### src/rtl/approx_add_arbiter_if.sv
// rtl/approx_add_arbiter_if.sv - request/response bundle for the shared approximate adder
// Requester i packs its operands at [i*WIDTH +: WIDTH]; master = clients/consumer, slave = arbiter.
interface approx_add_arbiter_if #(
  parameter int NREQ  = 4,
  parameter int WIDTH = 16,
  parameter int IDW   = (NREQ > 1) ? $clog2(NREQ) : 1
);
  logic [NREQ-1:0]       req_valid;
  logic [NREQ*WIDTH-1:0] req_a;
  logic [NREQ*WIDTH-1:0] req_b;
  logic [NREQ-1:0]       req_ready;
  logic                  rsp_valid;
  logic                  rsp_ready;
  logic [IDW-1:0]        rsp_id;
  logic [WIDTH:0]        rsp_sum;

  modport master (
    output req_valid, req_a, req_b, rsp_ready,
    input  req_ready, rsp_valid, rsp_id, rsp_sum
  );

  modport slave (
    input  req_valid, req_a, req_b, rsp_ready,
    output req_ready, rsp_valid, rsp_id, rsp_sum
  );
endinterface

### src/rtl/approx_add_arbiter.sv
// rtl/approx_add_arbiter.sv - round-robin share of one approximate adder, two-stage pipeline
// Optional error monitor: define APPROX_ERR_MON_EN to build the exact adder and err_count.
module approx_add_arbiter #(
  parameter int NREQ        = 4,
  parameter int WIDTH       = 16,
  parameter int APPROX_BITS = 10
) (
  input  logic                 clk,
  input  logic                 rst,
  approx_add_arbiter_if.slave  bus,
  output logic                 busy,
  input  logic                 err_clr,
  output logic [15:0]          err_count
);
  localparam int IDW = (NREQ > 1) ? $clog2(NREQ) : 1;
  localparam logic [WIDTH:0] CIN = {{WIDTH{1'b0}}, (APPROX_BITS > 0)};

  logic             s1_valid_q, s1_valid_d;
  logic [IDW-1:0]   s1_id_q, s1_id_d;
  logic [WIDTH-1:0] s1_a_q, s1_a_d;
  logic [WIDTH-1:0] s1_b_q, s1_b_d;
  logic             s2_valid_q, s2_valid_d;
  logic [IDW-1:0]   s2_id_q, s2_id_d;
  logic [WIDTH:0]   s2_sum_q, s2_sum_d;
  logic [IDW-1:0]   ptr_q, ptr_d;

  logic             s2_load, can_accept, grant_any, hs;
  logic [IDW-1:0]   grant_id;
  logic [WIDTH:0]   a_ext, b_ext, approx_sum;

  function automatic logic [IDW-1:0] rot_idx(input logic [IDW-1:0] p, input int k);
    int s;
    s = int'(p) + k;
    if (s >= NREQ) s = s - NREQ;
    return IDW'(s);
  endfunction

  assign s2_load    = !s2_valid_q || bus.rsp_ready;
  assign can_accept = !s1_valid_q || s2_load;

  // Walk from the farthest offset back to ptr so the nearest valid requester wins.
  always_comb begin
    grant_any = 1'b0;
    grant_id  = '0;
    for (int k = NREQ - 1; k >= 0; k--) begin
      if (bus.req_valid[rot_idx(ptr_q, k)]) begin
        grant_any = 1'b1;
        grant_id  = rot_idx(ptr_q, k);
      end
    end
  end

  assign hs            = grant_any && can_accept;
  assign bus.req_ready = hs ? ({{(NREQ-1){1'b0}}, 1'b1} << grant_id) : '0;

  // Approximate LSBs read as zero; the upper cells always see a carry-in of one.
  assign a_ext      = {1'b0, s1_a_q};
  assign b_ext      = {1'b0, s1_b_q};
  assign approx_sum = ((a_ext >> APPROX_BITS) + (b_ext >> APPROX_BITS) + CIN) << APPROX_BITS;

  always_comb begin
    s1_valid_d = s1_valid_q;
    s1_id_d    = s1_id_q;
    s1_a_d     = s1_a_q;
    s1_b_d     = s1_b_q;
    s2_valid_d = s2_valid_q;
    s2_id_d    = s2_id_q;
    s2_sum_d   = s2_sum_q;
    ptr_d      = ptr_q;
    if (s2_load) begin
      s2_valid_d = s1_valid_q;
      if (s1_valid_q) begin
        s2_id_d  = s1_id_q;
        s2_sum_d = approx_sum;
      end
    end
    if (hs) begin
      s1_valid_d = 1'b1;
      s1_id_d    = grant_id;
      s1_a_d     = bus.req_a[grant_id*WIDTH +: WIDTH];
      s1_b_d     = bus.req_b[grant_id*WIDTH +: WIDTH];
      ptr_d      = (grant_id == IDW'(NREQ - 1)) ? '0 : grant_id + 1'b1;
    end else if (can_accept) begin
      s1_valid_d = 1'b0;
    end
  end

  always_ff @(posedge clk) begin
    if (rst) begin
      s1_valid_q <= 1'b0;
      s1_id_q    <= '0;
      s1_a_q     <= '0;
      s1_b_q     <= '0;
      s2_valid_q <= 1'b0;
      s2_id_q    <= '0;
      s2_sum_q   <= '0;
      ptr_q      <= '0;
    end else begin
      s1_valid_q <= s1_valid_d;
      s1_id_q    <= s1_id_d;
      s1_a_q     <= s1_a_d;
      s1_b_q     <= s1_b_d;
      s2_valid_q <= s2_valid_d;
      s2_id_q    <= s2_id_d;
      s2_sum_q   <= s2_sum_d;
      ptr_q      <= ptr_d;
    end
  end

  assign bus.rsp_valid = s2_valid_q;
  assign bus.rsp_id    = s2_id_q;
  assign bus.rsp_sum   = s2_sum_q;
  assign busy          = s1_valid_q || s2_valid_q;

`ifdef APPROX_ERR_MON_EN
  logic [WIDTH:0] exact_sum;
  logic [15:0]    err_count_q, err_count_d;

  assign exact_sum = a_ext + b_ext;

  // Clear beats a same-cycle increment; the count sticks at all-ones.
  always_comb begin
    err_count_d = err_count_q;
    if (err_clr) begin
      err_count_d = '0;
    end else if (s1_valid_q && s2_load && (approx_sum != exact_sum) && (err_count_q != 16'hFFFF)) begin
      err_count_d = err_count_q + 16'd1;
    end
  end

  always_ff @(posedge clk) begin
    if (rst) err_count_q <= '0;
    else     err_count_q <= err_count_d;
  end

  assign err_count = err_count_q;
`else
  logic unused_err_clr;
  assign unused_err_clr = err_clr;
  assign err_count      = '0;
`endif
endmodule

### src/flat_wrapper.sv
// flat-port wrapper written by rule: the top's interface ports become plain ports
module approx_add_arbiter_flat 
#(
  parameter int NREQ        = 4,
  parameter int WIDTH       = 16,
  parameter int APPROX_BITS = 10
)
  (clk, rst, busy, err_clr, err_count, bus_req_valid, bus_req_a, bus_req_b, bus_rsp_ready, bus_req_ready, bus_rsp_valid, bus_rsp_id, bus_rsp_sum);
  approx_add_arbiter_if #(.NREQ(NREQ), .WIDTH(WIDTH)) bus_i ();
  input  logic clk;
  input  logic rst;
  output logic busy;
  input  logic err_clr;
  output logic [15:0] err_count;
  input wire logic [$bits(bus_i.req_valid)-1:0] bus_req_valid;
  input wire logic [$bits(bus_i.req_a)-1:0] bus_req_a;
  input wire logic [$bits(bus_i.req_b)-1:0] bus_req_b;
  input wire logic [$bits(bus_i.rsp_ready)-1:0] bus_rsp_ready;
  output wire logic [$bits(bus_i.req_ready)-1:0] bus_req_ready;
  output wire logic [$bits(bus_i.rsp_valid)-1:0] bus_rsp_valid;
  output wire logic [$bits(bus_i.rsp_id)-1:0] bus_rsp_id;
  output wire logic [$bits(bus_i.rsp_sum)-1:0] bus_rsp_sum;
  assign bus_i.req_valid = bus_req_valid;
  assign bus_i.req_a = bus_req_a;
  assign bus_i.req_b = bus_req_b;
  assign bus_i.rsp_ready = bus_rsp_ready;
  assign bus_req_ready = bus_i.req_ready;
  assign bus_rsp_valid = bus_i.rsp_valid;
  assign bus_rsp_id = bus_i.rsp_id;
  assign bus_rsp_sum = bus_i.rsp_sum;
  approx_add_arbiter #(.NREQ(NREQ), .WIDTH(WIDTH), .APPROX_BITS(APPROX_BITS)) u_core (.clk(clk), .rst(rst), .bus(bus_i), .busy(busy), .err_clr(err_clr), .err_count(err_count));
endmodule
### config.mk
export PLATFORM = sky130hd
export DESIGN_NAME = approx_add_arbiter_flat
export DESIGN_NICKNAME = d
export VERILOG_FILES = /design/src/rtl/approx_add_arbiter_if.sv /design/src/rtl/approx_add_arbiter.sv /design/src/flat_wrapper.sv
export SDC_FILE = /design/constraint.sdc
export NUM_CORES = 1
export LEC_CHECK = 0
export CORE_UTILIZATION = 32
export DETAILED_ROUTE_END_ITERATION = 7
export HOLD_SLACK_MARGIN = 0.03
export MAX_ROUTING_LAYER = met4
export PLACE_DENSITY = 0.86
export SLEW_MARGIN = 20
export SYNTH_ARGS = -nofsm -noshare
export SYNTH_HDL_FRONTEND = slang
export SYNTH_SLANG_ARGS = --single-unit
### constraint.sdc
create_clock -name clk -period 5.7 [get_ports clk]
set_clock_uncertainty 0.1 [all_clocks]
set_input_delay 0.855 -clock clk [delete_from_list [all_inputs] [get_ports clk]]
set_output_delay 0.855 -clock clk [all_outputs]
set_load 0.05 [all_outputs]
==> flow_summary.ini, run 1 <==
[synthesis]
netlist.area_leader.share = 0.2975
yosysSeqAreaShare = 0.2975
yosysTopAreaCell = dfxtp_1
ys_warn_count = 0
synth_cell_types = 40
synthCells = 210
synth.avg_cell_area_sq_um = 8.651
ys_seq_elements = 27
synth_area_sq_um = 1817
synth_area_leaders = dfxtp_1 30%, mux2i_1 11%, buf_4 11%

[placement]
dp_hpwl_um = 3361
dp_slack_ns = 1.183
placed_cells = 343
port_buffers = 69
gp_congestion = 0.8816

[detailed_routing]
dr.pass1.iters = 6
drc = 0
drt-total-wl_um = 4390
drtAntennaViolNets = 0
via_count = 1709
wl_per_cell_um = 12.65
vias_per_cell = 4.925
first_iter_violations = 66

[min_path]
holdPathEnd = u_core.bus.rsp_id[1]
hp-class = reg2reg
holdPathStages = 2
min-delay-start = u_core.s1_id_q[1]

[pwr]
switching_share = 0.4116
p_int_w = 0.0003918
ir_drop_mv = 0.1237
power_density_nw_per_um2 = 266.1
p_seq_frac = 0.353
p_leak_nw = 1.026
p_switching_w = 0.0002740
combPwrFrac = 0.470
clock_power_share = 0.176

[sta]
worstMarginPinSlew_ns = 1.023
fin_ws_ns = 1.198
hold_violations = 0
tns_ns = 0
fin_crit_sh = 0.7898
whs_ns = 0.3596
final-setup-viol-count = 0
fmax_mhz = 222.1
drv_slew = 0
period_minus_slack_ns = 4.502
rsz0062_at_grt = false
slew_headroom = 0.3181

[worst_setup_path]
path_max_fanout = 27
startpoint_type = primary input
required_ns = 4.74
reg2reg_from = u_core.ptr_q[1]
r2r_slack_ns = 3.22
worstSetupPathType = in2out
rr_worst_depth = 5
r2r-end = u_core.s1_b_q[12]
end_kind = output port
arrival_ns = 3.55

[global_routing]
grt_overflow = 0
track_usage = 0.1559
grt_antenna_before_repair = 0
grt_pass1_vias = 1608
grt_max_degree = 28
grt_pass1_wl_um = 7383

[cells_and_area]
syn2layout_area_growth_pct = 37.74
final_nets = 420
fillerInstances = 511
layout-drive-gt1-share = 0.03636
regArea_sq_um = 540.5
final_cells = 347
diodes = 0
multi_input_area_sq_um = 1087

[floorplan]
core_sq_um = 5473
rows = 27
initial_core_util = 0.3320
dieArea_sq_um = 5982
fp.dieW_um = 77.35
io_pins = 177
die_h_um = 77.35

[clock_tree]
clk-insertion-delay-late_ns = 0.28
postCtsSetupRepairBufs = 0
ctsHoldBuffers = 0
clock_path_buffers = 2
clock-sinks = 27
cts-root-buf = clkbuf_8
cts_buffers = 3
path_clk_slew_ns = 0.10
tritoncts = built
cts_max_level = 1
postCtsResizedCells = 0

[status]
status = complete, no violations

[run]
max-cap-violations = 0
## power groups by stage
| stage | logic (W) | clock network (W) | registers [W] |
|---|---|---|---|
| 2_1_floorplan | 0.000206 | 0 | 0.000264 |
| 3_5_place_dp | 0.000309 | 0 | 0.000239 |
| 3_3_place_gp | 0.000304 | 0 | 0.000238 |
| 6_report | 0.000313 | 0.000118 | 0.000235 |
| 5_1_grt | 0.000338 | 0.000127 | 0.000239 |
| 4_1_cts | 0.000314 | 0.000117 | 0.000235 |
## sequential cells by signal, summed over array words and instances (netlist names)
signal / count
u_core.bus.rsp_id: 2
u_core.bus.rsp_sum: 7
u_core.bus.rsp_valid: 1
u_core.ptr_q: 2
u_core.s1_a_q: 6
u_core.s1_b_q: 6
u_core.s1_id_q: 2
u_core.s1_valid_q: 1
## cells in the final DEF, fill, tap and decap left out, drive strengths merged
cell	count
a2111o	1
a2111oi	5
a211oi	8
a21boi	2
a21oi	10
a31oi	1
and2	9
buf	1
clkbuf	3
clkdlybuf4s50	69
conb	26
dfxtp	27
fa	1
ha	7
inv	10
mux2i	20
nand2	13
nand2b	2
nand3	9
nand3b	1
nor2	13
nor2b	4
nor3	3
nor3b	1
nor4	1
nor4b	2
o211ai	1
o21a	3
o21ai	9
o221ai	8
o22ai	1
o31ai	2
or2	1
or3b	1
## worst max-delay path by stage
stage	startpoint	to	slack, ns	cells after the start
3_3_place_gp	bus_req_valid[0]	bus_req_ready[3]	1.22	7
4_1_cts	bus_req_valid[0]	bus_req_ready[3]	1.18	7
6_report	bus_req_valid[0]	bus_req_ready[3]	1.20	7
5_1_grt	bus_req_valid[0]	bus_req_ready[3]	1.01	7
3_5_place_dp	bus_req_valid[0]	bus_req_ready[3]	1.18	7
2_1_floorplan	bus_req_valid[1]	bus_req_ready[2]	2.19	4
## critical path, stage by stage
cell             delay, ns
clkdlybuf4s50_1       0.54
a21boi_1              0.12
o221ai_4              0.82
inv_4                 0.12
ha_1                  0.25
and2_1                0.14
clkdlybuf4s50_1       0.70
## metrics by stage
stage	total power [W]	util	area, sq um
after global routing	0.0007029	0.4572	2502
after floorplan	0.0004699	-	1911
final	0.0006658	0.4572	2502
after detailed placement	0.0005486	0.4481	2452
after CTS	0.0006659	0.4572	2502
after global placement	0.0005418	0.4481	2452
## logic make-up (layout without fill, tap and decap cells)
family	after synthesis	count (layout)	synth area share
mux	20	20	0.1102
other cells	1	26	0.002064
fa+ha+maj	8	8	0.05923
compound gates	51	51	0.2073
flops	27	27	0.2975
simple gates	60	60	0.1680
buf+inv	43	83	0.1556
## layer usage
metal  part of all wire  track usage  routed length [um]  up-vias
li1                   -            -                   -      836
met1               0.45       0.1951                1972      770
met2               0.46       0.2549                2034       95
met3              0.067      0.02235                 295        8
met4              0.020      0.05660                  87        0
met5                  0            -                   0        -
## area by class of cell
cell class	count	area share
Inverter	9	0.01450
Clock inverter	1	0.003500
Tap cell	72	0.03600
Clock buffer	3	0.01650
Multi-Input combinational cell	165	0.4345
Sequential cell	27	0.2160
Timing Repair Buffer	70	0.2790
## cell usage after synthesis
cell / n
o221ai_4: 1
buf_8: 1
nor3_1: 3
or2_2: 1
ha_1: 7
clkbuf_1: 4
nand2b_1: 2
buf_4: 26
o211ai_1: 1
o31ai_1: 2
a21oi_1: 10
and2_1: 9
a2111oi_0: 5
inv_4: 1
inv_2: 1
a21boi_0: 1
nand3_1: 9
o21ai_0: 9
or3b_1: 1
a31oi_1: 1
a21boi_1: 1
o22ai_2: 1
o221ai_1: 7
buf_2: 2
inv_1: 7
nor4b_1: 2
nor2_1: 13
buf_6: 1
nand2_1: 13
nor3b_1: 1
mux2i_1: 20
a2111o_1: 1
nand3b_1: 1
fa_1: 1
a211oi_1: 8
o21a_1: 3
nor2b_1: 4
nor4_1: 1
dfxtp_1: 27
conb_1: 1
(Power assumes the default switching activity.)
==> run 2, diff against run 1 <==
CORE_UTILIZATION = 30   (was 32)
PLACE_DENSITY = 0.81   (was 0.86)
clock period = 4.2 ns   (was 5.7 ns; I/O delays follow)
==> flow_summary.ini, run 2 (same netlist as run 1, synthesis figures left out) <==
[status]
status = complete, no violations

[clock_tree]
ctsHoldBuffers = 0
tritoncts = built
path_clk_slew_ns = 0.09
cts-root-buf = clkbuf_8
postCtsResizedCells = 0
postCtsSetupRepairBufs = 0
cts_buffers = 3
clk-insertion-delay-late_ns = 0.27
clock_path_buffers = 2
cts_max_level = 1
clock-sinks = 27

[pwr]
combPwrFrac = 0.478
switching_share = 0.4065
p_int_w = 0.0005292
clock_power_share = 0.164
p_switching_w = 0.0003624
power_density_nw_per_um2 = 355.8
ir_drop_mv = 0.1878
p_leak_nw = 1.039
p_seq_frac = 0.358

[worst_setup_path]
required_ns = 3.47
rr_worst_depth = 6
end_kind = output port
r2r-end = u_core.s1_a_q[10]
startpoint_type = primary input
worstSetupPathType = in2out
critPathLaunch = bus_req_valid[3]
r2r_slack_ns = 1.94
path_max_fanout = 9
arrival_ns = 2.89
reg2reg_from = u_core.ptr_q[1]

[sta]
fmax_mhz = 276.6
worstMarginPinSlew_ns = 0.5857
tns_ns = 0
slew_headroom = 0.6096
hold_violations = 0
drv_slew = 0
rsz0062_at_grt = false
fin_crit_sh = 0.8609
final-setup-viol-count = 0
period_minus_slack_ns = 3.616

[global_routing]
grt_max_degree = 27
track_usage = 0.1414
grt_pass1_wl_um = 7079
grt_antenna_before_repair = 0
grt_overflow = 0
grt_pass1_vias = 1561

[detailed_routing]
vias_per_cell = 4.854
drt-total-wl_um = 4400
dr.pass1.iters = 4
drc = 0
via_count = 1694
first_iter_violations = 91
drtAntennaViolNets = 0
wl_per_cell_um = 12.61

[floorplan]
rows = 27
die_h_um = 79.82
dieArea_sq_um = 6371
initial_core_util = 0.3201
core_sq_um = 5675
fp.dieW_um = 79.82
io_pins = 177

[cells_and_area]
final_cells = 349
final_cell_mix = 66 x clkdlybuf4s50_1, 27 x dfxtp_1, 26 x conb_1
fillerInstances = 569
final_common_cell = clkdlybuf4s50_1
final_nets = 422
largest_reg_flops = 7
fin_area_sq_um = 2506
diodes = 0
syn2layout_area_growth_pct = 37.95
layout-drive-gt1-share = 0.05415

[min_path]
holdPathEnd = u_core.bus.rsp_id[0]
min-delay-start = u_core.bus.rsp_id[0]
hp-class = reg2reg
holdPathStages = 2

[placement]
placed_area_sq_um = 2460
gp_congestion = 0.9209
placed_cells = 345
dp_hpwl_um = 3450
port_buffers = 69

[run]
max-cap-violations = 0
-- run 2: cell count changes in the layout (fill, tap and decap cells not counted), sizes merged --
cell,change
buf,+5
clkdlybuf4s50,-3
clkinv,+1
inv,-1
-- run 2: how the worst max path moves through the flow --
| stage | to | slack (ns) | cells past startpoint |
|---|---|---|---|
| detailed placement | bus_req_ready[1] | 0.59 | 6 |
| finish | bus_req_ready[1] | 0.58 | 6 |
| global route | bus_req_ready[1] | 0.33 | 6 |
| CTS | bus_req_ready[1] | 0.58 | 6 |
| global placement | bus_req_ready[1] | 0.61 | 6 |
| floorplan | bus_req_ready[2] | 1.14 | 4 |
-- run 2: final cells by class --
| class | instances | area [sq um] | area share |
|---|---|---|---|
| clock inverter | 1 | 5.005 | 0.001997 |
| sequential | 27 | 540.5 | 0.2157 |
| timing repair buffer | 72 | 705.7 | 0.2816 |
| clock buffer | 3 | 41.29 | 0.01648 |
| multi-input combinational | 165 | 1087 | 0.4338 |
| tap | 72 | 90.09 | 0.03595 |
| inverter | 9 | 36.28 | 0.01448 |
-- run 2: worst max-delay path, stage by stage --
cell             delay, ns
clkdlybuf4s50_1       0.56
nor4_1                0.12
a21oi_1               0.48
nand2_1               0.15
nor2_1                0.13
clkdlybuf4s50_1       0.81
-- run 2: routing by layer --
layer  GRT usage  part of all wire  vias up
li1            -                 -      837
met1      0.1803              0.45      773
met2      0.2333              0.47       80
met3     0.02857             0.074        4
met4     0.02500            0.0070        0
met5           -                 0        -
-- run 2: power groups by stage --
stage                     Sequential [W]  Combinational [W]  Clock [W]
after floorplan                 0.000359           0.000279          0
after global placement          0.000323           0.000414          0
after detailed placement        0.000326           0.000422          0
after CTS                       0.000320           0.000427   0.000148
after global routing            0.000325           0.000461   0.000159
final                           0.000319           0.000426   0.000146
-- run 2: per-stage QoR --
| stage | worst slack, ns | total power (W) | utilization | hold slack (ns) |
|---|---|---|---|---|
| finish | 0.5842 | 0.0008916 | 0.4416 | 0.3698 |
| global route | 0.3294 | 0.0009447 | 0.4416 | 0.4054 |
| CTS | 0.5761 | 0.0008944 | 0.4416 | 0.3676 |
| detailed placement | 0.5871 | 0.0007480 | 0.4334 | 0.3544 |
| global placement | 0.6067 | 0.0007374 | 0.4334 | 0.3386 |
| floorplan | 1.136 | 0.0006377 | - | 0.3288 |
==> run 3, diff against run 2 <==
CORE_ASPECT_RATIO = 1.4   (was default)
CORE_MARGIN = 4   (was default)
==> flow_summary.ini, run 3 (same netlist as run 1, synthesis figures left out) <==
[status]
status = complete, no violations

[floorplan]
fp.dieW_um = 73.77
dieArea_sq_um = 7383
rows = 33
die_h_um = 100.1
io_pins = 177
core_sq_um = 5863
initial_core_util = 0.3099

[global_routing]
grt_overflow = 0
grt_antenna_before_repair = 0
grt_max_degree = 27
track_usage = 0.1210
grt_pass1_vias = 1476
grt_pass1_wl_um = 6872

[cells_and_area]
regArea_sq_um = 540.5
final_nets = 422
largest_reg_flops = 7
final_cell_mix = 66 x clkdlybuf4s50_1, 27 x dfxtp_1, 26 x conb_1
diodes = 0
fillerInstances = 583
syn2layout_area_growth_pct = 37.74
multi_input_area_sq_um = 1087
layout-drive-gt1-share = 0.05054
final_common_cell = clkdlybuf4s50_1
fin_area_sq_um = 2502

[sta]
fin_crit_sh = 0.8721
drv_slew = 0
tns_ns = 0
period_minus_slack_ns = 3.663
hold_violations = 0
fmax_mhz = 273.0
rsz0062_at_grt = false
final-setup-viol-count = 0
slew_headroom = 0.5803
whs_ns = 0.3563
fin_ws_ns = 0.5371
worstMarginPinSlew_ns = 0.6296

[pwr]
power_density_nw_per_um2 = 354.6
power_w = 0.0008872
ir_drop_mv = 0.1494
p_leak_nw = 1.037

[detailed_routing]
first_iter_violations = 55
drt-total-wl_um = 4533
drc = 0
drtAntennaViolNets = 0
via_count = 1646
vias_per_cell = 4.744
dr.pass1.iters = 4
wl_per_cell_um = 13.06

[placement]
placed_area_sq_um = 2457
dp_slack_ns = 0.5820
gp_congestion = 0.8137
port_buffers = 69
dp_hpwl_um = 3700

[clock_tree]
clock_path_buffers = 2
clock-sinks = 27
postCtsResizedCells = 0
cts-root-buf = clkbuf_8
cts_max_level = 1
ctsHoldBuffers = 0
cts_buffers = 3
tritoncts = built
clk-insertion-delay-late_ns = 0.27
path_clk_slew_ns = 0.08
postCtsSetupRepairBufs = 0

[worst_setup_path]
worstSetupPathType = in2out
cpMostUsedCell = clkdlybuf4s50_1
end_kind = output port
crit_path_top_delay_cell = clkdlybuf4s50_1
required_ns = 3.47
arrival_ns = 2.93
startpoint_type = primary input
path_max_fanout = 9
crit_path_max_incr_delay_ns = 0.82
worstPathCellList = clkdlybuf4s50_1 > nor4_1 > a21oi_1 > nand2_1 > nor2_1 > clkdlybuf4s50_1

[run]
max-cap-violations = 0

[min_path]
hp-class = reg2reg
==> run 3: power breakdown <==
part / internal, W / switching [W] / total (W)
combinational: 0.000169 / 0.000253 / 0.000423
sequential: 0.000294 / 0.0000258 / 0.000319
clock: 0.0000679 / 0.0000771 / 0.000145
==> run 3: layout make-up <==
type / count / area share
tap: 70 / 0.03500
timing repair buffer: 72 / 0.2820
clock buffer: 4 / 0.01800
inverter: 9 / 0.01450
multi-input combinational: 165 / 0.4345
sequential: 27 / 0.2160
==> run 3: worst max-delay path: cells and delay by family <==
| family | cells | cell delay [ns] |
|---|---|---|
| compound gates | 1 | 0.51 |
| buf+inv | 2 | 1.39 |
| simple gates | 3 | 0.40 |
==> run 3: final timing paths <==
path	from	depth (start not counted)	to	slack [ns]
worst min-delay path	u_core.s1_id_q[1]	2	u_core.bus.rsp_id[1]	0.36
worst min register to register	u_core.s1_id_q[1]	2	u_core.bus.rsp_id[1]	0.36
worst max-delay path	bus_req_valid[3]	6	bus_req_ready[1]	0.54
worst max register to register	u_core.ptr_q[1]	6	u_core.s1_a_q[11]	1.93
==> run 3: routing by layer <==
layer  up-vias  wire length, um  track usage
met5         -                0            -
met4         0               68      0.04184
met3         4              415      0.02305
met2        78             2140       0.1947
met1       722             1908       0.1499
li1        842                -            -
==> run 3: stage by stage <==
stage | std cells | util
3_3_place_gp | 343 | 0.4191
2_1_floorplan | 235 | -
5_1_grt | 347 | 0.4268
3_5_place_dp | 343 | 0.4191
6_report | 347 | 0.4268
4_1_cts | 347 | 0.4268
==> patch, RTL diff (config.mk and constraints of run 1) <==
Take the reset off `s2_sum_q` and load it in a clocked block of its own.
--- a/src/rtl/approx_add_arbiter.sv
+++ b/src/rtl/approx_add_arbiter.sv
@@ -94,5 +94,4 @@
       s2_valid_q <= 1'b0;
       s2_id_q    <= '0;
-      s2_sum_q   <= '0;
       ptr_q      <= '0;
     end else begin
@@ -103,7 +102,10 @@
       s2_valid_q <= s2_valid_d;
       s2_id_q    <= s2_id_d;
-      s2_sum_q   <= s2_sum_d;
       ptr_q      <= ptr_d;
     end
+  end
+
+  always_ff @(posedge clk) begin
+    s2_sum_q <= s2_sum_d;
   end
 
Check against the original RTL: differs if rst is asserted again (counterexample within 4 cycles, from zero or initial values and one cycle with rst high); with rst held inactive, the same outputs for 10 cycles.
==> patch against run 1 <==
Cell area up 0.60%; die area rose by 1.2%; sequential share of layout area up 2.7 points; total power grew 7.4%; routed wire length fell by 5.9%; via count fell by 7.8%; non-clock buffer count did not move; count of clock-buffer cells in the layout unchanged; sequential cell count did not move; synthesized area up 1.2%; worst setup slack worse by 0.069 ns.
==> patch: results (changes against run 1) <==
The run finished with clean final reports. The run gives 0.000167 V (+35%) as the peak supply drop. The post-place setup slack came out at 1.16 ns (-0.0271 ns). The run gives 2070 µm (+1.9%) as the wire length on met2.

The highest cell delay on the worst timing path is 0.85 ns (+0.03 ns). The number of synthesized flops with an enable pin is 7 (+7), and the share of synthesized area occupied by flip-flops and latches is 33.2% (+3.4 points). The placed cell area came out at 2470 µm² (+0.66%).

The total detailed-routing wirelength was 4130 µm (-5.9%). The routed wire length on met3 came out at 208 µm (-29%). The logs give 2.59% (+0.35 points) for the met3 demand-to-capacity share in global routing and 3.25 ns (+0.03 ns) for the reg-to-reg setup timing slack.

The sum of routed wire segments on met1 is 1830 µm (-7.2%), and the maximum fanout count along the critical path is 15 (-44%). The number of global-route vias before repair is 1489 (-7.4%). By area the synthesized netlist is led by dfxtp_1 (22%), edfxtp_1 (11%), mux2i_1 (11%). The run gives 3.62 ns (+0.07 ns) as the signal arrival time at the worst endpoint. Global-route usage over all layers: 14.2% (-1.3 points). The post-synthesis cell type count is 42 (+5.0%), and the count of nets after finishing is 408 (-2.9%). The length in cells of the worst reg-to-reg path works out to 7 (+2). In this run the most critical hold path is launched from u_core.s1_id_q[0].

The detailed placement HPWL is 3310 µm (-1.4%). In this run the worst setup path terminates at bus_req_ready[1]. Reg-to-reg critical path endpoint: u_core.ptr_q[0]. The run gives 26.1% (+0.62 points) as the global-route met2 utilization. Tightest slew margin relative to the limit: 36.3% (+4.5 points).

The global routing usage on met1 came out at 16.7% (-2.8 points). The commonest cells after synthesis are buf_4 (26), dfxtp_1 (20), mux2i_1 (20). The detailed router's first-iteration violation count came out at 56 (-15%). Post-detailed-route via-to-cell ratio: 4.70 (-4.5%).
-- patch: cell count changes in the layout (fill, tap and decap cells not counted), sizes merged, moves of 3 or more --
| cell | before | now |
|---|---|---|
| nand3 | 9 | 1 |
| nor2 | 13 | 17 |
| and2 | 9 | 1 |
| or3 | 0 | 7 |
| o21ai | 9 | 2 |
| edfxtp | 0 | 7 |
| a211oi | 8 | 0 |
| dfxtp | 27 | 20 |
| a2111oi | 5 | 14 |
| o221ai | 8 | 5 |
| nand2 | 13 | 10 |
| nor4b | 2 | 7 |
-- patch: stage by stage --
stage / hold slack, ns / total power, µW / utilization (%) / std cells
2_1_floorplan: 0.336 / 524 / - / 223
3_3_place_gp: 0.343 / 602 / 44.8 / 331
3_5_place_dp: 0.356 / 608 / 44.8 / 331
4_1_cts: 0.369 / 718 / 45.7 / 335
5_1_grt: 0.382 / 759 / 45.7 / 335
6_report: 0.367 / 715 / 45.7 / 335
-- patch: kinds of logic (layout without fill, tap and decap cells) --
| logic type | after synthesis | count (layout) | share of synthesized area (%) |
|---|---|---|---|
| simple gates | 57 | 57 | 17.3 |
| buf+inv | 45 | 85 | 16.0 |
| compound gates | 38 | 38 | 15.6 |
| flops | 27 | 27 | 33.2 |
| mux | 20 | 20 | 10.9 |
| fa+ha+maj | 8 | 8 | 5.85 |
| xor+xnor | 2 | 2 | 0.953 |
| other cells | 1 | 26 | 0.204 |
-- patch: cell type report --
type | count | area, µm²
Timing Repair Buffer | 70 | 698
Fill cell | 516 | 2990
Multi-Input combinational cell | 151 | 1030
Clock buffer | 3 | 41.3
Clock inverter | 1 | 7.51
Tap cell | 72 | 90.1
Sequential cell | 27 | 611
Inverter | 11 | 41.3
-- patch: report_power, final --
group	switching (µW)	internal [µW]
combinational	213	136
clock	62.6	49.6
sequential	16.2	238
